`config.mk`:
```
export PLATFORM = sky130hd
export DESIGN_NAME = accum_wr_sequencer
export DESIGN_NICKNAME = d
export VERILOG_FILES = /design/src/rtl/accum_wr_sequencer_pkg.sv /design/src/rtl/accum_wr_sequencer.sv
export SDC_FILE = /design/constraint.sdc
export NUM_CORES = 1
export LEC_CHECK = 0
export CAP_MARGIN = 10
export CELL_PAD_IN_SITES_DETAIL_PLACEMENT = 1
export CELL_PAD_IN_SITES_GLOBAL_PLACEMENT = 1
export CORE_AREA = 2 2 60 62
export CTS_BUF_LIST = sky130_fd_sc_hd__clkbuf_4
export CTS_CLUSTER_SIZE = 28
export DETAILED_ROUTE_END_ITERATION = 6
export DIE_AREA = 0 0 62 64
export GPL_ROUTABILITY_DRIVEN = 0
export MAX_ROUTING_LAYER = met4
export PLACE_DENSITY_LB_ADDON = 0.1
export SLEW_MARGIN = 15
export SYNTH_ARGS = -nofsm -noshare
export SYNTH_HDL_FRONTEND = slang
export SYNTH_SLANG_ARGS = --single-unit
```
`constraint.sdc`:
```
create_clock -name clk -period 2.9 [get_ports clk]
set_input_delay 0.725 -clock clk [delete_from_list [all_inputs] [get_ports clk]]
set_output_delay 0.725 -clock clk [all_outputs]
set_load 0.02 [all_outputs]
```
`src/rtl/accum_wr_sequencer_pkg.sv`:
```
// Shared helpers for the accumulator write sequencer.
// idx_w returns the bit width of an index over n entries, never below one bit.
// This keeps single-entry dimensions legal as port ranges.
package accum_wr_sequencer_pkg;

    function automatic int unsigned idx_w(input int unsigned n);
        int unsigned w;
        if (n > 32'd1) begin
            w = int'($clog2(n));
        end else begin
            w = 32'd1;
        end
        return w;
    endfunction

endpackage

```
`src/rtl/accum_wr_sequencer.sv`:
```
// accum_wr_sequencer
//   Drives the write side of the accumulator table for one systolic-array output tile.
//   For each accepted start, the block first waits out the array fill latency.
//   It then issues SYS_ARR_ROWS write strobes with sub_row 0..ROWS-1.
//   The tile position stays constant for the whole tile.
//   A one-deep pending slot lets the next tile queue, so tiles write back-to-back.
// Ports
//   clk          rising-edge clock
//   reset        asynchronous active-low reset
//   start        tile request, accepted when start && start_ready at a rising edge
//   submat_m_in  tile row position, sampled on acceptance
//   submat_n_in  tile col position, sampled on acceptance
//   flush        synchronous abort of the active and the pending tiles
//   start_ready  pending slot empty
//   busy         sequencer not idle
//   wr_en        write strobe for accumulator column 0
//   sub_row      row within the tile, valid while wr_en
//   submat_m/n   active tile position, held until the next tile enters fill
//   done         one-cycle pulse after the last write of a tile
module accum_wr_sequencer
    import accum_wr_sequencer_pkg::*;
#(
    parameter int unsigned SYS_ARR_ROWS = 32'd16,
    parameter int unsigned SYS_ARR_COLS = 32'd16,
    parameter int unsigned MAX_OUT_ROWS = 32'd128,
    parameter int unsigned MAX_OUT_COLS = 32'd128,
    parameter int unsigned FILL_LATENCY = 32'd16
) (
    input  logic                                             clk,
    input  logic                                             reset,
    input  logic                                             start,
    input  logic [idx_w(MAX_OUT_ROWS/SYS_ARR_ROWS)-1:0]      submat_m_in,
    input  logic [idx_w(MAX_OUT_COLS/SYS_ARR_COLS)-1:0]      submat_n_in,
    input  logic                                             flush,
    output logic                                             start_ready,
    output logic                                             busy,
    output logic                                             wr_en,
    output logic [idx_w(SYS_ARR_ROWS)-1:0]                   sub_row,
    output logic [idx_w(MAX_OUT_ROWS/SYS_ARR_ROWS)-1:0]      submat_m,
    output logic [idx_w(MAX_OUT_COLS/SYS_ARR_COLS)-1:0]      submat_n,
    output logic                                             done
);

    localparam int unsigned SR_W = idx_w(SYS_ARR_ROWS);
    localparam int unsigned M_W  = idx_w(MAX_OUT_ROWS / SYS_ARR_ROWS);
    localparam int unsigned N_W  = idx_w(MAX_OUT_COLS / SYS_ARR_COLS);
    localparam int unsigned FC_W = idx_w(FILL_LATENCY);

    localparam logic [1:0] ST_IDLE  = 2'd0;
    localparam logic [1:0] ST_FILL  = 2'd1;
    localparam logic [1:0] ST_WRITE = 2'd2;

    localparam logic [SR_W-1:0] LAST_ROW  = SR_W'(SYS_ARR_ROWS - 32'd1);
    localparam logic [SR_W-1:0] ROW_ZERO  = {SR_W{1'b0}};
    localparam logic [SR_W-1:0] ROW_ONE   = SR_W'(32'd1);
    localparam logic [FC_W-1:0] FILL_LOAD = FC_W'(FILL_LATENCY - 32'd1);
    localparam logic [FC_W-1:0] FC_ZERO   = {FC_W{1'b0}};
    localparam logic [FC_W-1:0] FC_ONE    = FC_W'(32'd1);

    logic [1:0]      state_r,      state_s;
    logic [FC_W-1:0] fill_cnt_r,   fill_cnt_s;
    logic [SR_W-1:0] sub_row_r,    sub_row_s;
    logic            pend_valid_r, pend_valid_s;
    logic [M_W-1:0]  pend_m_r,     pend_m_s;
    logic [N_W-1:0]  pend_n_r,     pend_n_s;
    logic [M_W-1:0]  submat_m_r,   submat_m_s;
    logic [N_W-1:0]  submat_n_r,   submat_n_s;
    logic            done_r,       done_s;
    logic            wr_en_r;
    logic            busy_r;
    logic            start_ready_r;
    logic            accept_s;

    // Next-state, counter and pending-slot logic; flush overrides everything including a same-cycle start
    always_comb begin
        state_s      = state_r;
        fill_cnt_s   = fill_cnt_r;
        sub_row_s    = sub_row_r;
        pend_valid_s = pend_valid_r;
        pend_m_s     = pend_m_r;
        pend_n_s     = pend_n_r;
        submat_m_s   = submat_m_r;
        submat_n_s   = submat_n_r;
        done_s       = 1'b0;
        accept_s     = start && start_ready_r;

        if (flush) begin
            state_s      = ST_IDLE;
            pend_valid_s = 1'b0;
        end else begin
            case (state_r)
                ST_IDLE: begin
                    if (pend_valid_r) begin
                        state_s      = ST_FILL;
                        fill_cnt_s   = FILL_LOAD;
                        submat_m_s   = pend_m_r;
                        submat_n_s   = pend_n_r;
                        pend_valid_s = 1'b0;
                    end else if (accept_s) begin
                        // Acceptance from idle bypasses the pending slot
                        state_s    = ST_FILL;
                        fill_cnt_s = FILL_LOAD;
                        submat_m_s = submat_m_in;
                        submat_n_s = submat_n_in;
                    end else begin
                        state_s = ST_IDLE;
                    end
                end
                ST_FILL: begin
                    if (fill_cnt_r == FC_ZERO) begin
                        state_s   = ST_WRITE;
                        sub_row_s = ROW_ZERO;
                    end else begin
                        fill_cnt_s = fill_cnt_r - FC_ONE;
                    end
                    if (accept_s) begin
                        pend_valid_s = 1'b1;
                        pend_m_s     = submat_m_in;
                        pend_n_s     = submat_n_in;
                    end else begin
                        pend_valid_s = pend_valid_r;
                    end
                end
                ST_WRITE: begin
                    sub_row_s = sub_row_r + ROW_ONE;
                    if (sub_row_r == LAST_ROW) begin
                        done_s = 1'b1;
                        if (pend_valid_r) begin
                            state_s      = ST_FILL;
                            fill_cnt_s   = FILL_LOAD;
                            submat_m_s   = pend_m_r;
                            submat_n_s   = pend_n_r;
                            pend_valid_s = 1'b0;
                        end else if (accept_s) begin
                            // Start in the final write cycle chains straight into fill
                            state_s    = ST_FILL;
                            fill_cnt_s = FILL_LOAD;
                            submat_m_s = submat_m_in;
                            submat_n_s = submat_n_in;
                        end else begin
                            state_s = ST_IDLE;
                        end
                    end else if (accept_s) begin
                        pend_valid_s = 1'b1;
                        pend_m_s     = submat_m_in;
                        pend_n_s     = submat_n_in;
                    end else begin
                        pend_valid_s = pend_valid_r;
                    end
                end
                default: begin
                    state_s      = ST_IDLE;
                    pend_valid_s = 1'b0;
                end
            endcase
        end
    end

    // State, counters, pending slot and registered outputs
    always_ff @(posedge clk or negedge reset) begin
        if (!reset) begin
            state_r       <= ST_IDLE;
            fill_cnt_r    <= FC_ZERO;
            sub_row_r     <= ROW_ZERO;
            pend_valid_r  <= 1'b0;
            pend_m_r      <= {M_W{1'b0}};
            pend_n_r      <= {N_W{1'b0}};
            submat_m_r    <= {M_W{1'b0}};
            submat_n_r    <= {N_W{1'b0}};
            done_r        <= 1'b0;
            wr_en_r       <= 1'b0;
            busy_r        <= 1'b0;
            start_ready_r <= 1'b1;
        end else begin
            state_r       <= state_s;
            fill_cnt_r    <= fill_cnt_s;
            sub_row_r     <= sub_row_s;
            pend_valid_r  <= pend_valid_s;
            pend_m_r      <= pend_m_s;
            pend_n_r      <= pend_n_s;
            submat_m_r    <= submat_m_s;
            submat_n_r    <= submat_n_s;
            done_r        <= done_s;
            wr_en_r       <= (state_s == ST_WRITE);
            busy_r        <= (state_s != ST_IDLE);
            start_ready_r <= !pend_valid_s;
        end
    end

    assign start_ready = start_ready_r;
    assign busy        = busy_r;
    assign wr_en       = wr_en_r;
    assign sub_row     = sub_row_r;
    assign submat_m    = submat_m_r;
    assign submat_n    = submat_n_r;
    assign done        = done_r;

endmodule

```
After elaboration in Yosys (flattened, before gate mapping). Cells that the tools add are included.

RAM bits: 0. Bits of input ports: 10. Memories kept: 0. Bits in latches: 0. Output and inout port bits: 14. Bits in read-only memories: 0. Bits in registers: 27.

$lt $le $gt $ge: 0. Mux-type cells: 34. Reductions and logical operators: 12. Div/mod/pow operators: 0. Eq/ne operators: 8. Multipliers: 0. Add/sub/neg operators: 2. Shift-type cells: 0. Bitwise operators: 1.

Operators with widths (count): $mux 3 (10); $pmux 3 s2 (4); $mux 4 (5); $pmux 4 s3 (1); $reduce_and 3->1 (3); $mux 1 (8); $ne 2x2->1 const B (4); $pmux 4 s2 (1); $mux 2 (3); $pmux 2 s3 (1); $reduce_bool 2->1 (3); $add 4x1->4 const B (1); $eq 2x2->1 const B (2); $eq 4x4->1 const B (1); $logic_not 4->1 (1); $reduce_and 4->1 (1); $sub 4x1->4 const B (1); $reduce_bool 3->1 (1); $eq 2x1->1 const B (1); $logic_not 2->1 (1); $pmux 1 s2 (1); $logic_and 1x1->1 (1); $logic_not 1->1 (1); $not 1->1 (1).

Longest topological paths before layout. Gate-level depths: netlist of the first run.

Word-level depth: 7. Depth in mapped cells: 8. Gate-level depth less buffers: 6.

Worst setup path before layout of the first run. No wires, ideal clock.

Path type: reg-to-reg. Start: reg sub_row_r[0], in the netlist sub_row[0]. End: reg submat_m_r[2], in the netlist submat_m[2]. Library setup time: 0.077 ns. Buffers on the path: 1. Period minus slack after synthesis: 1.818 ns. Slack: 1.082 ns. Cell stages (with the launch flop): 7. Arrival: 1.740 ns. Data required time: 2.823 ns. Cell sequence: dfrtp_1 > ha_1 > nand3_4 > a2111oi_4 > buf_4 > nor2_1 > a21oi_1.

Longest elaborated chain between the ends: 3.

Ends and longest elaborated chain: start: declaration (RTL line accum_wr_sequencer.sv:62) `logic [SR_W-1:0] sub_row_r, sub_row_s;`; start signal: assignment (RTL line accum_wr_sequencer.sv:177) `sub_row_r <= sub_row_s;`; $eq 4x4->1 (RTL line accum_wr_sequencer.sv:126) `if (sub_row_r == LAST_ROW) begin`; $ne 2x2->1 (no source line); $reduce_and 3->1 (no source line); end signal: assignment (RTL line accum_wr_sequencer.sv:168) `submat_m_r <= {M_W{1'b0}};`; end signal: assignment (RTL line accum_wr_sequencer.sv:181) `submat_m_r <= submat_m_s;`; end: declaration (RTL line accum_wr_sequencer.sv:66) `logic [M_W-1:0] submat_m_r, submat_m_s;`.

Every way passes these cells. A chain may end at the register's enable or synchronous reset.

Worst setup path after layout of the first run.
Start: reg sub_row_r[3], in the netlist sub_row[3]. End: out sub_row[3].

RTL lines: end: declaration (RTL line accum_wr_sequencer.sv:38) `output logic [idx_w(SYS_ARR_ROWS)-1:0] sub_row,`.

No word-level cell between the ends.

==> results of run 1 <==
-- registers in the layout (all words and copies together), names as in the netlist --
| register | count |
|---|---|
| fill_cnt_r | 4 |
| sub_row | 4 |
| pend_m_r | 3 |
| pend_n_r | 3 |
| submat_m | 3 |
| submat_n | 3 |
| state_r | 2 |
| busy | 1 |
| done | 1 |
| pend_valid_r | 1 |
| start_ready | 1 |
| wr_en | 1 |
-- logic make-up (layout without fill, tap and decap cells) --
kind of cell               Yosys count  after routing  share of synthesized area (%)
DFF                                 27             27                           45.6
buffers and inverters               15             38                           4.47
muxes                               14             14                           9.95
and+or+nand+nor                     42             42                           16.9
AOI/OAI and AO/OA                   37             37                           18.0
adders and majority gates            6              6                           5.06
-- per-stage QoR --
stage | instance area, um^2 | power [mW] | setup WS, ns
6_report | 1790 | 0.839 | 0.652
4_1_cts | 1790 | 0.854 | 0.640
5_1_grt | 1790 | 0.898 | 0.568
3_3_place_gp | 1760 | 0.668 | 0.427
3_5_place_dp | 1760 | 0.684 | 0.354
2_1_floorplan | 1480 | 0.585 | 1.08
-- worst min path at each step --
| stage | startpoint | to | slack [ns] | depth (start not counted) |
|---|---|---|---|---|
| 2_1_floorplan | reset | busy | 0.43 | 0 |
| 3_3_place_gp | pend_n_r[2] | pend_n_r[2] | 0.47 | 1 |
| 3_5_place_dp | pend_n_r[1] | pend_n_r[1] | 0.48 | 1 |
| 4_1_cts | pend_n_r[1] | pend_n_r[1] | 0.51 | 1 |
| 5_1_grt | pend_n_r[1] | pend_n_r[1] | 0.55 | 1 |
| 6_report | pend_n_r[1] | pend_n_r[1] | 0.51 | 1 |
-- cells in the final DEF, fill, tap and decap left out, types with 2 or more instances in the layout --
cell	instances
dfrtp_1	26
clkdlybuf4s50_1	23
a21oi_1	12
nor2_1	10
mux2i_1	8
inv_1	7
mux2_1	6
ha_1	6
nand3_1	5
and2_1	4
o21ai_0	4
clkbuf_4	4
a21o_1	3
nand2b_1	3
o21ai_1	3
nor2b_1	3
nand2_1	3
buf_4	3
nor3_1	2
a211oi_1	2
nand4_1	2
a221o_1	2
or3_1	2
-- layout make-up --
| type | count | area (um^2) |
|---|---|---|
| Inverter | 8 | 30.0 |
| Clock buffer | 4 | 30.0 |
| Multi-Input combinational cell | 99 | 741 |
| Timing Repair Buffer | 26 | 253 |
| Fill cell | 372 | 1500 |
| Sequential cell | 27 | 677 |
| Tap cell | 46 | 57.6 |
-- metal layers --
layer	wire length (um)	global-route usage (%)
met1	1510	25.1
met2	1620	30.6
met3	91	4.66
met4	41	3.99
met5	0	-
-- cell usage after synthesis (2+ instances only) --
| master | instances | area (um^2) |
|---|---|---|
| a211oi_1 | 2 | 15.0 |
| a21o_1 | 3 | 22.5 |
| a21oi_1 | 12 | 60.1 |
| a221o_1 | 2 | 20.0 |
| and2_1 | 4 | 25.0 |
| buf_2 | 5 | 25.0 |
| dfrtp_1 | 26 | 651 |
| ha_1 | 6 | 75.1 |
| inv_1 | 7 | 26.3 |
| mux2_1 | 6 | 67.6 |
| mux2i_1 | 8 | 80.1 |
| nand2_1 | 3 | 11.3 |
| nand2b_1 | 3 | 18.8 |
| nand3_1 | 5 | 25.0 |
| nand4_1 | 2 | 12.5 |
| nor2_1 | 10 | 37.5 |
| nor2b_1 | 3 | 18.8 |
| nor3_1 | 2 | 10.0 |
| o21ai_0 | 4 | 20.0 |
| o21ai_1 | 3 | 15.0 |
| or3_1 | 2 | 12.5 |
-- where the power goes --
part	internal (mW)	switching [mW]	leakage, nW
clock network	0.0631	0.103	0.0184
logic	0.103	0.103	0.392
registers	0.428	0.0389	0.311
==> results.py, run 1 <==
metrics = {
    "clock_tree": {
        "cts_tree": "built",
        "cts_max_level": 1,
        "numCtsBuffers": 3,
        "post_cts_resized": 0,
        "clock_latency_ns": 0.31,
        "cts_setup_buffers": 0,
        "postCtsHoldBufs": 0,
        "cts.sink_count": 27,
        "clkSlewWorstSetupHoldPaths_ns": 0.13,
        "cts_max_path_buffers": 2,
        "cts-root-buf": "clkbuf_4",
    },
    "die": {
        "chipHeight_um": 64,
        "die_area_um2": 3970,
        "fp-row-count": 21,
        "initial_core_util_pct": 45.2,
        "core_area_um2": 3280,
        "die_w_um": 62,
        "io_pins": 24,
    },
    "worst_setup_path": {
        "critPathSlowestCell": "clkdlybuf4s50_1",
        "worstPathRequired_ns": 2.17,
        "path_delay_family": "buffers and inverters",
        "worstRegToRegCells": 6,
        "crit_path_max_fanout": 8,
        "crit_cells": 1,
        "rr_endpoint": "busy",
        "path_cells": "clkdlybuf4s50_1",
        "critPathBufInv": 1,
        "worstPathArrival_ns": 1.52,
        "max_stage_delay_ns": 0.67,
        "critPathCapture": "sub_row[3]",
        "critPathCaptureType": "output pin",
        "path_class": "flip-flop to output pin",
        "rrSetupSlack_ns": 0.80,
        "crit_path_start": "sub_row[3]",
        "rr_startpoint": "fill_cnt_r[0]",
        "start_kind": "flip-flop",
    },
    "cells_and_area": {
        "fin_nets": 181,
        "final_cells": 210,
        "drive_above_1_share_pct": 9.15,
        "final_util_pct": 54.4,
        "antenna_cells": 0,
        "area_delta_synth_final_pct": 20.5,
    },
    "logic_synthesis": {
        "synth_area_per_cell_um2": 10.5,
        "synth_area_um2": 1480,
        "ys_types": 44,
        "synth-main-ff-cell": "dfrtp_1",
        "synth_edf_count": 0,
        "netlist_instances": 141,
        "synth_nets": 157,
        "yosys_warnings": 0,
        "ys_async_sr_fraction_pct": 100,
        "ys_ff_latch": 27,
        "ys_seq_area_share_pct": 45.6,
    },
    "timing": {
        "rsz0062_at_grt": "false",
        "final-hold-violation-count": 0,
        "drv_slew": 0,
        "clock-skew-final_ns": 0.00349,
        "max_clock_freq_ghz": 0.445,
        "worst_hold_slack_ns": 0.508,
        "slew_headroom_pct": 59.4,
        "setup_tns_ns": 0,
        "setup_viol": 0,
        "finalCriticalPeriod_ns": 2.25,
        "period_share_pct": 77.5,
        "tightestPinTransition_ns": 0.607,
    },
    "global_route": {
        "grt.total_usage_pct": 19.4,
        "grt_pass1_wl_mm": 5.65,
        "grt_pass1_vias": 1203,
        "overflow": 0,
        "antenna_found_initial": 0,
        "grt_max_degree": 28,
    },
    "hold_path": {
        "holdCritPathClass": "flip-flop to flip-flop",
    },
    "drt": {
        "drt-initial-drc-count": 24,
        "dr.pass1.iters": 5,
        "drt-total-wl_mm": 3.26,
        "avgViaCountPerCell": 5.53,
        "vias": 1162,
        "wl_per_cell_um": 15.5,
        "ant_nets": 0,
        "drcViolationCount": 0,
    },
    "status": {
        "status": "completed",
    },
    "pwr": {
        "leakage_nw": 0.722,
        "vdd_drop_max_mv": 0.310,
        "power_density_nw_per_um2": 469,
    },
    "job": {
        "max_cap_violations": 0,
    },
    "placement": {
        "hpwl_mm": 2.46,
        "dp_cells": 206,
        "port_buffers": 23,
    },
}
(Power assumes the default switching activity.)
==> run 2: changes to the inputs <==
--- a/config.mk
+++ b/config.mk
@@ -8,11 +8,11 @@
 export CAP_MARGIN = 10
 export CELL_PAD_IN_SITES_DETAIL_PLACEMENT = 1
 export CELL_PAD_IN_SITES_GLOBAL_PLACEMENT = 1
-export CORE_AREA = 2 2 60 62
+export CORE_AREA = 2 2 62 64
 export CTS_BUF_LIST = sky130_fd_sc_hd__clkbuf_4
 export CTS_CLUSTER_SIZE = 28
 export DETAILED_ROUTE_END_ITERATION = 6
-export DIE_AREA = 0 0 62 64
+export DIE_AREA = 0 0 64 66
 export GPL_ROUTABILITY_DRIVEN = 0
 export MAX_ROUTING_LAYER = met4
 export PLACE_DENSITY_LB_ADDON = 0.1
==> constraint.sdc (replaced) <==
create_clock -name clk -period 2.2 [get_ports clk]
set_input_delay 0.55 -clock clk [delete_from_list [all_inputs] [get_ports clk]]
set_output_delay 0.55 -clock clk [all_outputs]
set_load 0.02 [all_outputs]
==> run 2 against run 1 <==
Non-clock buffer count up 7. Via count rose by 1.1%. Count of clock-buffer cells in the layout unchanged. Critical path depth did not move. Clock skew up 0.011 ns. First-iteration DRC count grew 140%. Hold slack improved by 0.0046 ns. Clock power rose by 38%. Sequential share of layout area down 1.1 points. Total power is 33% higher. Die area up 6.5%.
==> results.py, run 2 (same netlist as run 1, synthesis figures left out) <==
metrics = {
    "status": {
        "status": "completed",
    },
    "worst_setup_path": {
        "worstRegToRegCells": 6,
        "worstPathRequired_ns": 1.65,
        "critPathSlowestCell": "clkdlybuf4s50_1",
        "critPathBufInv": 1,
        "rrSetupSlack_ns": 0.26,
        "worstPathArrival_ns": 1.55,
        "crit_path_max_fanout": 8,
        "rr_endpoint": "submat_m[0]",
        "path_delay_family": "buffers and inverters",
        "critPathCaptureType": "output pin",
        "rr_startpoint": "sub_row[0]",
        "start_kind": "flip-flop",
        "max_stage_delay_ns": 0.67,
        "path_cells": "clkdlybuf4s50_1",
        "path_class": "flip-flop to output pin",
    },
    "global_route": {
        "grt_pass1_wl_mm": 5.95,
        "grt_max_degree": 28,
        "use_met1_pct": 23.0,
        "met3_usage_pct": 3.75,
        "grt.busiest_layer": "met2",
        "antenna_found_initial": 0,
        "grt.total_usage_pct": 18.8,
        "grt_pass1_vias": 1241,
        "overflow": 0,
        "met2_usage_pct": 30.2,
    },
    "pwr": {
        "power_density_nw_per_um2": 608,
        "power_frac_comb_pct": 24.7,
        "seq_power_share_pct": 54.9,
        "p_switching_mw": 0.333,
        "p_int_mw": 0.788,
        "p_clk_share_pct": 20.5,
        "p_sw_share_pct": 29.7,
        "finalPower_mw": 1.12,
        "leakage_nw": 0.758,
        "vdd_drop_max_mv": 0.265,
    },
    "clock_tree": {
        "post_cts_resized": 0,
        "cts_max_path_buffers": 2,
        "numCtsBuffers": 3,
        "cts_max_level": 1,
        "cts-root-buf": "clkbuf_4",
        "cts_setup_buffers": 0,
        "clkSlewWorstSetupHoldPaths_ns": 0.15,
        "postCtsHoldBufs": 0,
        "cts_tree": "built",
        "cts.sink_count": 27,
        "clock_latency_ns": 0.33,
    },
    "timing": {
        "slew_headroom_pct": 71.5,
        "finalCriticalPeriod_ns": 2.10,
        "worst_hold_slack_ns": 0.513,
        "final-hold-violation-count": 0,
        "rsz0062_at_grt": "false",
        "max_clock_freq_ghz": 0.475,
        "tightestPinTransition_ns": 0.427,
        "clock-skew-final_ns": 0.0144,
        "period_share_pct": 95.6,
        "setup_viol": 0,
        "setup_tns_ns": 0,
        "drv_slew": 0,
    },
    "drt": {
        "drt-initial-drc-count": 57,
        "drcViolationCount": 0,
        "dr.pass1.iters": 4,
        "vias": 1175,
        "drt-total-wl_mm": 3.41,
        "wl_per_cell_um": 15.6,
        "avgViaCountPerCell": 5.37,
        "ant_nets": 0,
    },
    "die": {
        "core_area_um2": 3550,
        "fp-row-count": 22,
        "io_pins": 24,
        "die_w_um": 64,
        "initial_core_util_pct": 41.8,
        "die_area_um2": 4220,
        "chipHeight_um": 66,
    },
    "cells_and_area": {
        "fin_nets": 188,
        "final_util_pct": 51.9,
        "antenna_cells": 0,
        "area_delta_synth_final_pct": 24.2,
        "final_common_cell": "dfrtp_1",
        "drive_above_1_share_pct": 12.9,
        "final_cells": 219,
        "final_cell_mix": "26 x dfrtp_1, 23 x clkdlybuf4s50_1, 12 x a21oi_1",
    },
    "placement": {
        "dp_cells": 215,
        "port_buffers": 23,
        "hpwl_mm": 2.62,
    },
    "hold_path": {
        "hold_path_end": "pend_m_r[1]",
        "min_path_cells": 1,
        "hp-start": "pend_m_r[1]",
        "holdCritPathClass": "flip-flop to flip-flop",
    },
    "job": {
        "max_cap_violations": 0,
    },
}
run 2: changes by cell type in the layout (fill, tap and decap cells not counted), sizes merged:
cell and change:
buf +7
run 2: power groups by stage:
stage          Clock [mW]  Sequential, mW  Combinational (mW)
2_1_floorplan           0           0.650               0.121
3_3_place_gp            0           0.619               0.271
3_5_place_dp            0           0.626               0.280
4_1_cts             0.241           0.615               0.282
5_1_grt             0.266           0.628               0.304
6_report            0.229           0.615               0.276
run 2: worst max path at each step:
stage,from,endpoint,cells past startpoint
5_1_grt,sub_row[3],sub_row[3],1
3_3_place_gp,start,submat_m[1],6
2_1_floorplan,sub_row[0],submat_m[2],6
6_report,sub_row[3],sub_row[3],1
3_5_place_dp,flush,sub_row[3],5
4_1_cts,sub_row[3],sub_row[3],1
run 2: final cells by class:
type,instances,area (um^2)
fillers,387,1710
clock buffers,4,30.0
multi-input cells,99,741
inverters,8,30.0
well taps,48,60.1
flip-flops and latches,27,677
repair buffers,33,305
run 2: routing by layer:
| metal | wire (um) | vias up |
|---|---|---|
| met5 | 0 | - |
| met4 | 37 | 0 |
| met3 | 105 | 4 |
| met2 | 1690 | 19 |
| met1 | 1580 | 578 |
| li1 | - | 574 |
run 2: through the flow:
stage          area (um^2)  setup slack [ns]
6_report              1840            0.0964
5_1_grt               1840            0.0188
4_1_cts               1840            0.0952
3_5_place_dp          1810            0.0297
3_3_place_gp          1810            0.0732
2_1_floorplan         1480             0.382
==> run 3: changes to the inputs <==
--- a/config.mk
+++ b/config.mk
@@ -10,6 +10,7 @@
 export CELL_PAD_IN_SITES_GLOBAL_PLACEMENT = 1
 export CORE_AREA = 2 2 62 64
 export CTS_BUF_LIST = sky130_fd_sc_hd__clkbuf_4
+export CTS_CLUSTER_DIAMETER = 120
 export CTS_CLUSTER_SIZE = 28
 export DETAILED_ROUTE_END_ITERATION = 6
 export DIE_AREA = 0 0 64 66
==> constraint.sdc (replaced) <==
create_clock -name clk -period 2.2 [get_ports clk]
set_input_delay 0.22 -clock clk [delete_from_list [all_inputs] [get_ports clk]]
set_output_delay 0.22 -clock clk [all_outputs]
set_load 0.02 [all_outputs]
==> run 3 against run 2 <==
Largest cell class unchanged. Sequential power about the same. Clock power decreased by 2%. Routed wire length decreased by 0.82%. Critical path type is now flip-flop to flip-flop.
==> results.py, run 3 (same netlist as run 1, synthesis figures left out) <==
metrics = {
    "die": {
        "initial_core_util_pct": 41.8,
        "die_w_um": 64,
        "fp-row-count": 22,
        "chipHeight_um": 66,
        "die_area_um2": 4220,
        "core_area_um2": 3550,
        "io_pins": 24,
    },
    "global_route": {
        "grt_max_degree": 28,
        "grt_pass1_wl_mm": 5.85,
        "overflow": 0,
        "antenna_found_initial": 0,
        "grt_pass1_vias": 1232,
        "grt.total_usage_pct": 18.4,
    },
    "worst_setup_path": {
        "rrSetupSlack_ns": 0.16,
        "path_class": "flip-flop to flip-flop",
        "path_delay_family": "compound AO/OA/AOI/OAI gates",
        "crit_path_max_fanout": 9,
        "critPathCaptureType": "flip-flop",
        "worstPathArrival_ns": 2.27,
        "max_stage_delay_ns": 0.45,
        "worstPathRequired_ns": 2.43,
        "critPathBufInv": 1,
        "start_kind": "flip-flop",
        "path_cells": "inv_1 -> ha_1 -> a41o_1 -> a222oi_1 -> nor3_1 -> or2_1",
        "critPathSlowestCell": "dfrtp_1",
    },
    "drt": {
        "ant_nets": 0,
        "drcViolationCount": 0,
        "avgViaCountPerCell": 5.35,
        "wl_per_cell_um": 15.7,
        "drt-total-wl_mm": 3.38,
        "vias": 1151,
        "dr.pass1.iters": 4,
        "drt-initial-drc-count": 24,
    },
    "timing": {
        "final-hold-violation-count": 0,
        "finalCriticalPeriod_ns": 2.04,
        "tightestPinTransition_ns": 0.541,
        "drv_slew": 0,
        "period_share_pct": 92.7,
        "rsz0062_at_grt": "false",
        "setup_tns_ns": 0,
        "max_clock_freq_ghz": 0.490,
        "clock-skew-final_ns": 0.0173,
        "slew_headroom_pct": 63.8,
        "setup_viol": 0,
    },
    "cells_and_area": {
        "final_common_cell": "dfrtp_1",
        "fin_nets": 184,
        "final_cell_mix": "26 x dfrtp_1, 23 x clkdlybuf4s50_1, 12 x a21oi_1",
        "antenna_cells": 0,
        "final_util_pct": 51.1,
        "drive_above_1_share_pct": 10.8,
        "area_delta_synth_final_pct": 22.2,
    },
    "pwr": {
        "vdd_drop_max_mv": 0.268,
        "leakage_nw": 0.737,
        "power_density_nw_per_um2": 614,
    },
    "hold_path": {
        "holdCritPathClass": "input port to asynchronous set/reset pin",
    },
    "clock_tree": {
        "cts_max_path_buffers": 2,
        "numCtsBuffers": 3,
        "cts-root-buf": "clkbuf_4",
        "cts_tree": "built",
        "cts_setup_buffers": 0,
        "clock_latency_ns": 0.33,
        "postCtsHoldBufs": 0,
        "clkSlewWorstSetupHoldPaths_ns": 0.15,
        "post_cts_resized": 0,
        "cts_max_level": 1,
        "cts.sink_count": 27,
    },
    "placement": {
        "port_buffers": 23,
        "hpwl_mm": 2.57,
    },
    "job": {
        "max_cap_violations": 0,
    },
    "status": {
        "status": "completed",
    },
}
-- run 3: final timing paths --
kind                               end   startpoint  cells past startpoint
setup / recovery                  busy   state_r[0]                      6
hold / removal             submat_n[2]        reset                      2
setup reg to reg                  busy   state_r[0]                      6
hold reg to reg            pend_m_r[1]  pend_m_r[1]                      1
max in group asynchronous  start_ready        reset                      2
min in group clk           pend_m_r[1]  pend_m_r[1]                      1
-- run 3: layer usage --
| layer | routed length (um) | track usage (%) | vias up | part of all wire [%] |
|---|---|---|---|---|
| met5 | 0 | - | - | 0 |
| met4 | 36 | 7.07 | 0 | 1.1 |
| met3 | 68 | 2.39 | 4 | 2.0 |
| met2 | 1720 | 32.3 | 19 | 51 |
| met1 | 1550 | 21.7 | 570 | 46 |
| li1 | - | - | 558 | - |
-- run 3: stage by stage --
| step | setup WS, ns | hold WS (ns) | area, um^2 | instances | total power, mW |
|---|---|---|---|---|---|
| after global routing | 0.00763 | 0.278 | 1810 | 215 | 1.19 |
| after CTS | 0.169 | 0.270 | 1810 | 215 | 1.13 |
| after detailed placement | 0.211 | 0.480 | 1780 | 211 | 0.903 |
| after floorplan | 0.382 | -0.0756 | 1480 | 141 | 0.771 |
| final | 0.161 | 0.259 | 1810 | 215 | 1.11 |
| after global placement | 0.285 | 0.468 | 1780 | 211 | 0.886 |
-- run 3: layout make-up --
cell class / count / area [um^2]
inverter: 8 / 30.0
clock buffer: 4 / 30.0
multi-input combinational: 99 / 741
timing repair buffer: 29 / 275
tap: 48 / 60.1
fill: 396 / 1740
sequential: 27 / 677
-- run 3: power by group --
group          switching [mW]  internal [mW]
clock                   0.142         0.0832
combinational           0.136          0.137
sequential             0.0500          0.564
total                   0.328          0.785
